`src/rtl/mux_scan_sequencer.sv`:
```
// rtl/mux_scan_sequencer.sv - steps a 4:1 mux through its enabled channels and packs the samples.
module mux_scan_sequencer #(
  parameter int unsigned SETTLE = 1
) (
  input  logic       clk,
  input  logic       rst,
  input  logic       start,
  input  logic       cont,
  input  logic [3:0] ch_mask,
  input  logic       y,
  output logic       s0,
  output logic       s1,
  output logic       busy,
  output logic       done,
  output logic [3:0] q
);

  if (SETTLE < 1 || SETTLE > 15) begin : g_bad_settle
    $error("mux_scan_sequencer: SETTLE=%0d outside 1..15", SETTLE);
  end

  typedef enum logic [1:0] {ST_IDLE, ST_SETTLE, ST_SAMPLE} state_t;

  localparam logic [3:0] CNT_LOAD = 4'(SETTLE - 1);

  state_t     state_q, state_d;
  logic [1:0] idx_q, idx_d;
  logic [3:0] cnt_q, cnt_d;
  logic [3:0] mask_q, mask_d;
  logic [3:0] shadow_q, shadow_d;
  logic [3:0] q_q, q_d;
  logic       busy_q, busy_d;
  logic       done_q, done_d;
  logic [3:0] higher;

  function automatic logic [1:0] lowest(input logic [3:0] m);
    lowest = 2'd0;
    for (int i = 3; i >= 0; i--) begin
      if (m[i]) lowest = 2'(i);
    end
  endfunction

  // Enabled channels strictly above the one currently selected.
  always_comb begin
    higher = 4'b0000;
    for (int i = 0; i < 4; i++) begin
      higher[i] = mask_q[i] && (i > int'(idx_q));
    end
  end

  always_comb begin
    state_d  = state_q;
    idx_d    = idx_q;
    cnt_d    = cnt_q;
    mask_d   = mask_q;
    shadow_d = shadow_q;
    q_d      = q_q;
    busy_d   = busy_q;
    done_d   = 1'b0;
    case (state_q)
      ST_IDLE: begin
        idx_d = 2'd0;
        if (start) begin
          mask_d = ch_mask;
          if (ch_mask == 4'b0000) begin
            done_d = 1'b1;
            q_d    = 4'b0000;
          end else begin
            idx_d    = lowest(ch_mask);
            cnt_d    = CNT_LOAD;
            busy_d   = 1'b1;
            shadow_d = 4'b0000;
            state_d  = ST_SETTLE;
          end
        end
      end
      ST_SETTLE: begin
        if (cnt_q == 4'd0) state_d = ST_SAMPLE;
        else               cnt_d   = cnt_q - 4'd1;
      end
      ST_SAMPLE: begin
        shadow_d[idx_q] = y;
        if (higher != 4'b0000) begin
          idx_d   = lowest(higher);
          cnt_d   = CNT_LOAD;
          state_d = ST_SETTLE;
        end else begin
          // q must include the sample taken on this very edge.
          q_d    = shadow_d;
          done_d = 1'b1;
          if (cont && ch_mask != 4'b0000) begin
            mask_d   = ch_mask;
            idx_d    = lowest(ch_mask);
            cnt_d    = CNT_LOAD;
            shadow_d = 4'b0000;
            state_d  = ST_SETTLE;
          end else begin
            if (cont) mask_d = ch_mask;
            idx_d   = 2'd0;
            busy_d  = 1'b0;
            state_d = ST_IDLE;
          end
        end
      end
      default: begin
        state_d = ST_IDLE;
        idx_d   = 2'd0;
        busy_d  = 1'b0;
      end
    endcase
  end

  always_ff @(posedge clk) begin
    if (rst) begin
      state_q  <= ST_IDLE;
      idx_q    <= 2'd0;
      cnt_q    <= 4'd0;
      mask_q   <= 4'd0;
      shadow_q <= 4'd0;
      q_q      <= 4'd0;
      busy_q   <= 1'b0;
      done_q   <= 1'b0;
    end else begin
      state_q  <= state_d;
      idx_q    <= idx_d;
      cnt_q    <= cnt_d;
      mask_q   <= mask_d;
      shadow_q <= shadow_d;
      q_q      <= q_d;
      busy_q   <= busy_d;
      done_q   <= done_d;
    end
  end

  assign s0   = idx_q[0];
  assign s1   = idx_q[1];
  assign busy = busy_q;
  assign done = done_q;
  assign q    = q_q;

endmodule

```
`config.mk`:
```
export PLATFORM = sky130hd
export DESIGN_NAME = mux_scan_sequencer
export DESIGN_NICKNAME = d
export VERILOG_FILES = /design/src/rtl/mux_scan_sequencer.sv
export SDC_FILE = /design/constraint.sdc
export NUM_CORES = 1
export LEC_CHECK = 0
export ABC_AREA = 1
export ABC_CLOCK_PERIOD_IN_PS = 2200
export BUFFER_PORTS_ARGS = -buffer_cell sky130_fd_sc_hd__buf_2
export CAP_MARGIN = 20
export CORE_MARGIN = 2
export CORE_UTILIZATION = 60
export CTS_CLUSTER_SIZE = 40
export DETAILED_ROUTE_END_ITERATION = 8
export GPL_ROUTABILITY_DRIVEN = 0
export PLACE_DENSITY = 0.83
export SYNTH_ARGS = -nofsm -noshare
export SYNTH_HDL_FRONTEND = slang
export SYNTH_SLANG_ARGS = --single-unit
```
`constraint.sdc`:
```
create_clock -name clk -period 2.2 [get_ports clk]
set_input_delay 0.11 -clock clk [delete_from_list [all_inputs] [get_ports clk]]
set_output_delay 0.11 -clock clk [all_outputs]
set_load 0.02 [all_outputs]
```
Yosys cells after proc, flatten, opt, wreduce, memory -nomap -nowiden:

Cells that the tools add are included.

* bitwise gates (word level): 1
* add/sub/neg operators: 1
* reductions and logical operators: 18
* multiply operators: 0
* muxes and demuxes: 48
* eq/ne operators: 11
* shift operators: 0
* order comparisons: 5
* div/mod/pow operators: 0

Operator list (count)
* two-way mux 4 bit: 14
* two-way mux 2 bit: 14
* one-hot mux 4 bit (2 select lines): 3
* inequality test 2 bit, second input constant: 7
* one-hot mux 2 bit (3 select lines): 2
* one-hot mux 4 bit (3 select lines): 1
* two-way mux 1 bit: 10
* AND reduction 5 bit: 2
* logical NOT 4 bit: 2
* AND reduction 4 bit: 2
* nonzero test 4 bit: 2
* inequality test 3 bit, second input constant: 2
* AND reduction 3 bit: 2
* logical AND 1 bit: 5
* bitwise mux 4 bit: 1
* greater-than comparator 2 bit, first input constant: 2
* subtractor 4 x 1 -> 4 bit, second input constant: 1
* less-than comparator 2 x 3 -> 1 bit, second input constant: 1
* one-hot mux 1 bit (3 select lines): 1
* nonzero test 3 bit: 1
* demux 1 bit (select 2 bit): 1
* == test 2 x 1 -> 1 bit, second input constant: 1
* == test 2 bit, second input constant: 1
* greater-or-equal comparator 2 x 1 -> 1 bit, second input constant: 1
* other kinds (5): 5

* bits in read-only memories: 0
* logic and storage cells: 92
* latch bits: 0
* flip-flop bits (word level): 22
* output and inout port bits: 8
* input port bits: 9
* bits in writable memories: 0
* memories kept: 0

Longest topological paths before layout:

Gate-level depths: netlist of the first run.

* depth in word-level cells: 8
* mapped depth: 8
* mapped depth without buffers: 8

Worst setup path after synthesis of the first run:

OpenSTA, ideal clock, no wires.

* path type: register to register
* start point: register idx_q[1]
* end point: register q_q[0], in the netlist q[0]
* cell stages (with the launch flop): 8
* library setup time: 0.116 ns
* buffers on the path: 0
* period minus slack after synthesis: 1.345 ns
* path slack: 0.855 ns
* data required time: 2.084 ns
* data arrival time: 1.229 ns
* cell sequence: dfxtp_1 > nor2_1 > nand2_1 > nand3_2 > o21ai_4 > inv_2 > nor2_1 > nor2_1

* longest elaborated chain between the ends: 7
* elaborated cells on any way between the ends: 17
* those cells by class: order compare: 5; eq/ne: 1; mux: 5; reduce/logical: 6

Ends and longest elaborated chain
* start, declared: RTL line 27 `logic [1:0] idx_q, idx_d;`
* start signal, assigned: RTL line 125 `idx_q <= idx_d;`
* less-than comparator 2 x 3 -> 1 bit (not written as such) / greater-or-equal comparator 2 x 1 -> 1 bit (equally long branches): RTL line 82 `shadow_d[idx_q] = y;`
* logical AND 1 bit (not written as such): RTL line 82
* two-way mux 1 bit (not written as such): RTL line 82
* demux 1 bit (select 2 bit): RTL line 82
* bitwise mux 4 bit: RTL line 82
* two-way mux 4 bit: RTL line 83 `if (higher != 4'b0000) begin`
* one-hot mux 4 bit (2 select lines): RTL line 60 `case (state_q)`
* end signal, assigned: RTL line 129 `q_q <= q_d;`
* end, declared: RTL line 31 `logic [3:0] q_q, q_d;`

Several ways; a longest one is shown, not always the timed one. The select of a mux whose other input is x is not followed.
A chain may end at the register's enable or synchronous reset.

Final worst setup path of the first run:

Ends and elaborated chain as after synthesis.

==> results of run 1 <==
worst max path at each step:
stage / startpoint / to / depth (start not counted)
floorplan: idx_q[1] / q[0] / 7
global placement: idx_q[1] / q[2] / 7
detailed placement: idx_q[1] / q[0] / 7
CTS: idx_q[1] / mask_q[2] / 8
global route: idx_q[1] / q[0] / 7
finish: idx_q[1] / q[0] / 7
area by class of cell:
cell class                 instances  area (sq um)
clock buffer                       3         22.52
clock inverter                     1         5.005
fill                             176         575.6
inverter                          18         70.07
multi-input combinational        129         714.4
sequential                        21         420.4
tap                               27         33.78
timing repair buffer              16         80.08
metrics by stage:
| stage | power [W] | setup slack, ns |
|---|---|---|
| 2_1_floorplan | 0.0008473 | 0.8551 |
| 6_report | 0.001114 | 0.7869 |
| 3_3_place_gp | 0.0009253 | 0.8356 |
| 3_5_place_dp | 0.0009378 | 0.8299 |
| 4_1_cts | 0.001122 | 0.8038 |
| 5_1_grt | 0.001201 | 0.6290 |
synth_stat cells, types with 3 or more instances:
library cell and count:
nand2_1 36, nor2_1 25, dfxtp_1 21, a21oi_1 15
inv_1 14, nand3_1 14, o21ai_0 6, nand2_2 5
inv_2 3, nor2_4 3
registers in the layout, indices dropped and copies added (netlist names):
signal and flops:
mask_q 3, q 4, done 1, cnt_q 4, busy 1, shadow_q 4, state_q 2, idx_q 2
worst max-delay path, cell delays in order (launching register included):
cell     delay (ns)
dfxtp_1        0.52
nor2_1         0.15
nand2_1        0.12
nand3_2        0.11
o21ai_4        0.21
inv_2          0.07
nor2_1         0.10
nor2_1         0.05
power groups by stage:
| stage | Combinational [W] | Sequential, W | Clock [W] |
|---|---|---|---|
| final | 0.000452 | 0.000478 | 0.000184 |
| after global routing | 0.000509 | 0.000484 | 0.000208 |
| after CTS | 0.000453 | 0.000478 | 0.000190 |
| after detailed placement | 0.000451 | 0.000486 | 0 |
| after global placement | 0.000440 | 0.000485 | 0 |
| after floorplan | 0.000353 | 0.000494 | 0 |
per-layer routing:
metal	wire length (um)	global-route usage
met2	1166	0.3767
met3	87	0.02761
met1	1095	0.2642
met4	48	0.1000
met5	0	0
kinds of logic (layout without fill, tap and decap cells):
group / Yosys count / in the layout / share of synthesized area
AND/OR/NAND/NOR: 98 / 98 / 0.4265
AO/OA/AOI/OAI: 30 / 30 / 0.1542
flip-flops: 21 / 21 / 0.3478
buffers and inverters: 19 / 38 / 0.06108
adder cells (fa/ha/maj): 1 / 1 / 0.01035
==> flow_metrics.py, run 1 <==
metrics = {
    "worst_setup_path": {
        "worst-path-max-fanout": 8,
        "rr_startpoint": "idx_q[1]",
        "crit_required_ns": 2.41,
        "crit_path_end_kind": "register",
        "cp.arrival_ns": 1.63,
        "critPathKind": "register to register",
        "rrSetupSlack_ns": 0.79,
        "ff2ff_path_depth": 7,
        "r2r_end": "q[0]",
        "cp-start-kind": "register",
    },
    "sta": {
        "final-setup-viol-count": 0,
        "rsz0062_at_grt": "no",
        "finalSetupTns_ns": 0,
        "maxSlewViolCount": 0,
        "finClkSkew_ns": 0.005561,
        "fin_crit_sh": 0.6423,
        "fmax_mhz": 707.7,
        "max_slew.worst_pin.slew_ns": 0.3130,
        "period_minus_slack_ns": 1.413,
        "holdWs_ns": 0.08396,
        "slew-limit-headroom": 0.7911,
        "hold_viol": 0,
    },
    "cts": {
        "htree_levels": 1,
        "ctsHoldBuffers": 0,
        "cts.sinks": 21,
        "cts_resized": 0,
        "clk_latency_ns": 0.30,
        "cts-root-buf": "clkbuf_4",
        "clockBufferDepth": 2,
        "cts_buffers": 3,
        "clkTransAtPathRegs_ns": 0.12,
        "cts_tree": "built",
        "cts_setup_buffers": 0,
    },
    "synth": {
        "mappedNetlistArea_sq_um": 1209,
        "ys.flop_type": "dfxtp_1",
        "synth_top_area_share": 0.3478,
        "ys_top_cells_by_area": "dfxtp_1 35%, nand2_1 11%, nor2_1 7.8%, a21oi_1 6.2%, nand3_1 5.8%",
        "synthCells": 169,
        "synth-edff-count": 0,
        "synth_seq_area_share": 0.3478,
        "synth-async-reset-ratio": 0,
        "ys_ff_latch": 21,
        "synth_cell_type_count": 29,
        "synth_warnings": 0,
        "synth_fp_nets": 179,
        "yosysTopAreaCell": "dfxtp_1",
        "syn_avg_cell_area_sq_um": 7.152,
    },
    "pwr": {
        "cellPowerDensity_nw_per_um2": 827.6,
        "power.internal_w": 0.0006588,
        "pwr-share-clk": 0.165,
        "seqPwrFrac": 0.429,
        "power_switching_w": 0.0004554,
        "combPwrFrac": 0.406,
        "p_sw_frac": 0.4087,
        "ir_worst_vdd_mv": 0.4738,
        "leakage_nw": 0.5879,
    },
    "placed_design": {
        "io_buffers": 16,
        "placed_cell_area_sq_um": 1319,
        "placed_cells": 211,
        "dp_hpwl_um": 1919,
    },
    "finish": {
        "diodes": 0,
        "final_core_util": 0.7005,
        "fin_area_sq_um": 1346,
        "drive_above_1_share": 0.2500,
        "fin_nets": 199,
        "area_growth_pct": 11.39,
        "layout_commonest_cell": "nand2_1",
        "final_cell_mix": "36 x nand2_1, 25 x nor2_1, 21 x dfxtp_1",
        "instances_no_fill": 215,
    },
    "global_route": {
        "antenna_found_initial": 0,
        "grt_pass1_vias": 990,
        "grt_max_degree": 15,
        "grt-ovfl-total": 0,
        "grt_use_total": 0.2161,
        "grt_pass1_wl_um": 4133,
    },
    "die": {
        "initial_core_util": 0.6289,
        "dieArea_sq_um": 2389,
        "die_h_um": 48.88,
        "core_area_sq_um": 1922,
        "rows": 16,
        "ios": 17,
        "fp.dieW_um": 48.88,
    },
    "detailed_routing": {
        "drtAntennaViolNets": 0,
        "drt-total-wl_um": 2398,
        "drc": 0,
        "post_drt_wl_per_cell_um": 11.15,
        "viasPerCell": 5.251,
        "dr.pass1.iters": 4,
        "drtIter0Drc": 39,
        "num_vias": 1129,
    },
    "min_path": {
        "min_path_cells": 3,
        "hold_start": "ch_mask[3]",
        "hold_end": "mask_q[3]",
        "hp-class": "input pin to register",
    },
    "run_status": {
        "status": "finished, final reports clean",
    },
    "job": {
        "max_cap_viol_count": 0,
    },
}
(Power assumes the default switching activity.)
==> inputs of run 2 (changes only) <==
--- a/config.mk
+++ b/config.mk
@@ -6,15 +6,15 @@
 export NUM_CORES = 1
 export LEC_CHECK = 0
 export ABC_AREA = 1
-export ABC_CLOCK_PERIOD_IN_PS = 2200
+export ABC_CLOCK_PERIOD_IN_PS = 1400
 export BUFFER_PORTS_ARGS = -buffer_cell sky130_fd_sc_hd__buf_2
 export CAP_MARGIN = 20
 export CORE_MARGIN = 2
-export CORE_UTILIZATION = 60
+export CORE_UTILIZATION = 55
 export CTS_CLUSTER_SIZE = 40
 export DETAILED_ROUTE_END_ITERATION = 8
 export GPL_ROUTABILITY_DRIVEN = 0
-export PLACE_DENSITY = 0.83
+export PLACE_DENSITY = 0.77
 export SYNTH_ARGS = -nofsm -noshare
 export SYNTH_HDL_FRONTEND = slang
 export SYNTH_SLANG_ARGS = --single-unit
==> constraint.sdc (replaced) <==
create_clock -name clk -period 1.4 [get_ports clk]
set_input_delay 0.07 -clock clk [delete_from_list [all_inputs] [get_ports clk]]
set_output_delay 0.07 -clock clk [all_outputs]
set_load 0.02 [all_outputs]
==> run 2 against run 1 <==
Compared with the run above:
- non-clock buffer count increased by 6
- cell count increased by 2.8%
- sequential power increased by 59%
- final area increased by 5.5%
- worst setup slack got worse by 0.68 ns
- flip-flop and latch count unchanged
- power increased by 66%
- clock skew increased by 0.0013 ns
- critical path depth unchanged
- combinational power increased by 77%
==> flow_metrics.py, run 2 (synthesis gave the netlist of run 1 again) <==
metrics = {
    "die": {
        "fp.dieW_um": 50.88,
        "die_h_um": 50.88,
        "initial_core_util": 0.5978,
        "dieArea_sq_um": 2589,
        "rows": 16,
        "core_area_sq_um": 2022,
        "ios": 17,
    },
    "finish": {
        "fin_nets": 205,
        "area_growth_pct": 17.49,
        "final_core_util": 0.7024,
        "final_cell_mix": "35 x nand2_1, 24 x nor2_1, 16 x buf_2",
        "layout_commonest_cell": "nand2_1",
        "fillers": 167,
        "drive_above_1_share": 0.3299,
        "diodes": 0,
        "fin_area_sq_um": 1420,
    },
    "detailed_routing": {
        "num_vias": 1162,
        "drtAntennaViolNets": 0,
        "post_drt_wl_per_cell_um": 12.24,
        "drc": 0,
        "drt-total-wl_um": 2705,
        "drtIter0Drc": 31,
        "dr.pass1.iters": 4,
        "viasPerCell": 5.258,
    },
    "worst_setup_path": {
        "crit_family": "flip-flops",
        "cpMaxStageDelayCell": "dfxtp_2",
        "crit_chain": "inv_2, nor2_8, inv_4, o21ai_4, inv_2, nor2_1, nor2_1",
        "critPathMaxStageDelay_ns": 0.40,
        "worst-path-max-fanout": 8,
        "path_buf_inv": 3,
        "cp-start-kind": "register",
        "cp.arrival_ns": 1.50,
        "crit_required_ns": 1.60,
        "critPathKind": "register to register",
        "crit_path_end_kind": "register",
    },
    "pwr": {
        "leakage_nw": 0.6219,
        "cellPowerDensity_nw_per_um2": 1306,
        "ir_worst_vdd_mv": 0.8059,
    },
    "cts": {
        "cts.sinks": 21,
        "clockBufferDepth": 2,
        "clk_latency_ns": 0.30,
        "cts_tree": "built",
        "htree_levels": 1,
        "ctsHoldBuffers": 0,
        "clkTransAtPathRegs_ns": 0.12,
        "cts-root-buf": "clkbuf_4",
        "cts_buffers": 3,
    },
    "job": {
        "max_cap_viol_count": 0,
    },
    "global_route": {
        "antenna_found_initial": 0,
        "grt-ovfl-total": 0,
        "grt_use_total": 0.2209,
        "grt_pass1_vias": 1042,
        "grt_max_degree": 14,
        "grt_pass1_wl_um": 4388,
    },
    "sta": {
        "slew-limit-headroom": 0.8299,
        "fmax_mhz": 774.0,
        "period_minus_slack_ns": 1.292,
        "max_slew.worst_pin.slew_ns": 0.2549,
        "final-setup-viol-count": 0,
        "hold_viol": 0,
        "finClkSkew_ns": 0.006816,
        "maxSlewViolCount": 0,
        "fin_crit_sh": 0.9228,
        "fin_ws_ns": 0.1080,
    },
    "placed_design": {
        "pre_cts_slack_ns": 0.06417,
        "io_buffers": 16,
        "dp_hpwl_um": 2070,
        "placed_cell_area_sq_um": 1334,
    },
    "min_path": {
        "hp-class": "input pin to register",
    },
    "run_status": {
        "status": "finished, final reports clean",
    },
}
-- run 2: final cells by class --
type | count | area, sq um | area share
clock inverter | 1 | 5.005 | 0.003524
inverter | 18 | 70.07 | 0.04934
sequential | 21 | 430.4 | 0.3031
timing repair buffer | 22 | 125.1 | 0.08811
clock buffer | 3 | 22.52 | 0.01586
tap | 27 | 33.78 | 0.02379
multi-input combinational | 129 | 733.2 | 0.5163
-- run 2: path summary, 6_finish.rpt --
check                                 from   endpoint  slack [ns]  depth (start not counted)
worst max-delay path            state_q[1]       q[0]        0.11                          7
worst min-delay path            ch_mask[3]  mask_q[3]        0.05                          3
worst max register to register  state_q[1]       q[0]        0.11                          7
worst min register to register        q[3]       q[3]        0.47                          2
-- run 2: stage by stage --
| stage | total power, W | hold WS, ns | instances | setup TNS (ns) |
|---|---|---|---|---|
| 3_3_place_gp | 0.001464 | 0.3508 | 213 | 0 |
| 4_1_cts | 0.001786 | 0.04240 | 217 | 0 |
| 6_report | 0.001855 | 0.04706 | 221 | 0 |
| 3_5_place_dp | 0.001492 | 0.3606 | 213 | 0 |
| 2_1_floorplan | 0.001331 | 0.1324 | 169 | 0 |
| 5_1_grt | 0.001983 | 0.08862 | 221 | -0.01324 |
-- run 2: worst min-delay path: stages --
cell and delay [ns]:
buf_2 0.10, o21ai_0 0.08, nor2_1 0.07
-- run 2: routing by layer --
layer  GRT usage  share of wire
met5           0              0
met4     0.04505         0.0055
met3     0.03801          0.033
met2      0.4057           0.53
met1      0.2697           0.43
-- run 2: where the power goes --
part           total (W)  switching (W)  internal, W
combinational   0.000798       0.000501     0.000298
clock           0.000295       0.000189     0.000106
sequential      0.000761      0.0000801     0.000681
total            0.00185       0.000770      0.00108
-- run 2: what timing repair did --
item	4_1_cts	5_1_grt
gates resized for setup	0	13
setup endpoints to repair	0	15
setup buffers	0	4
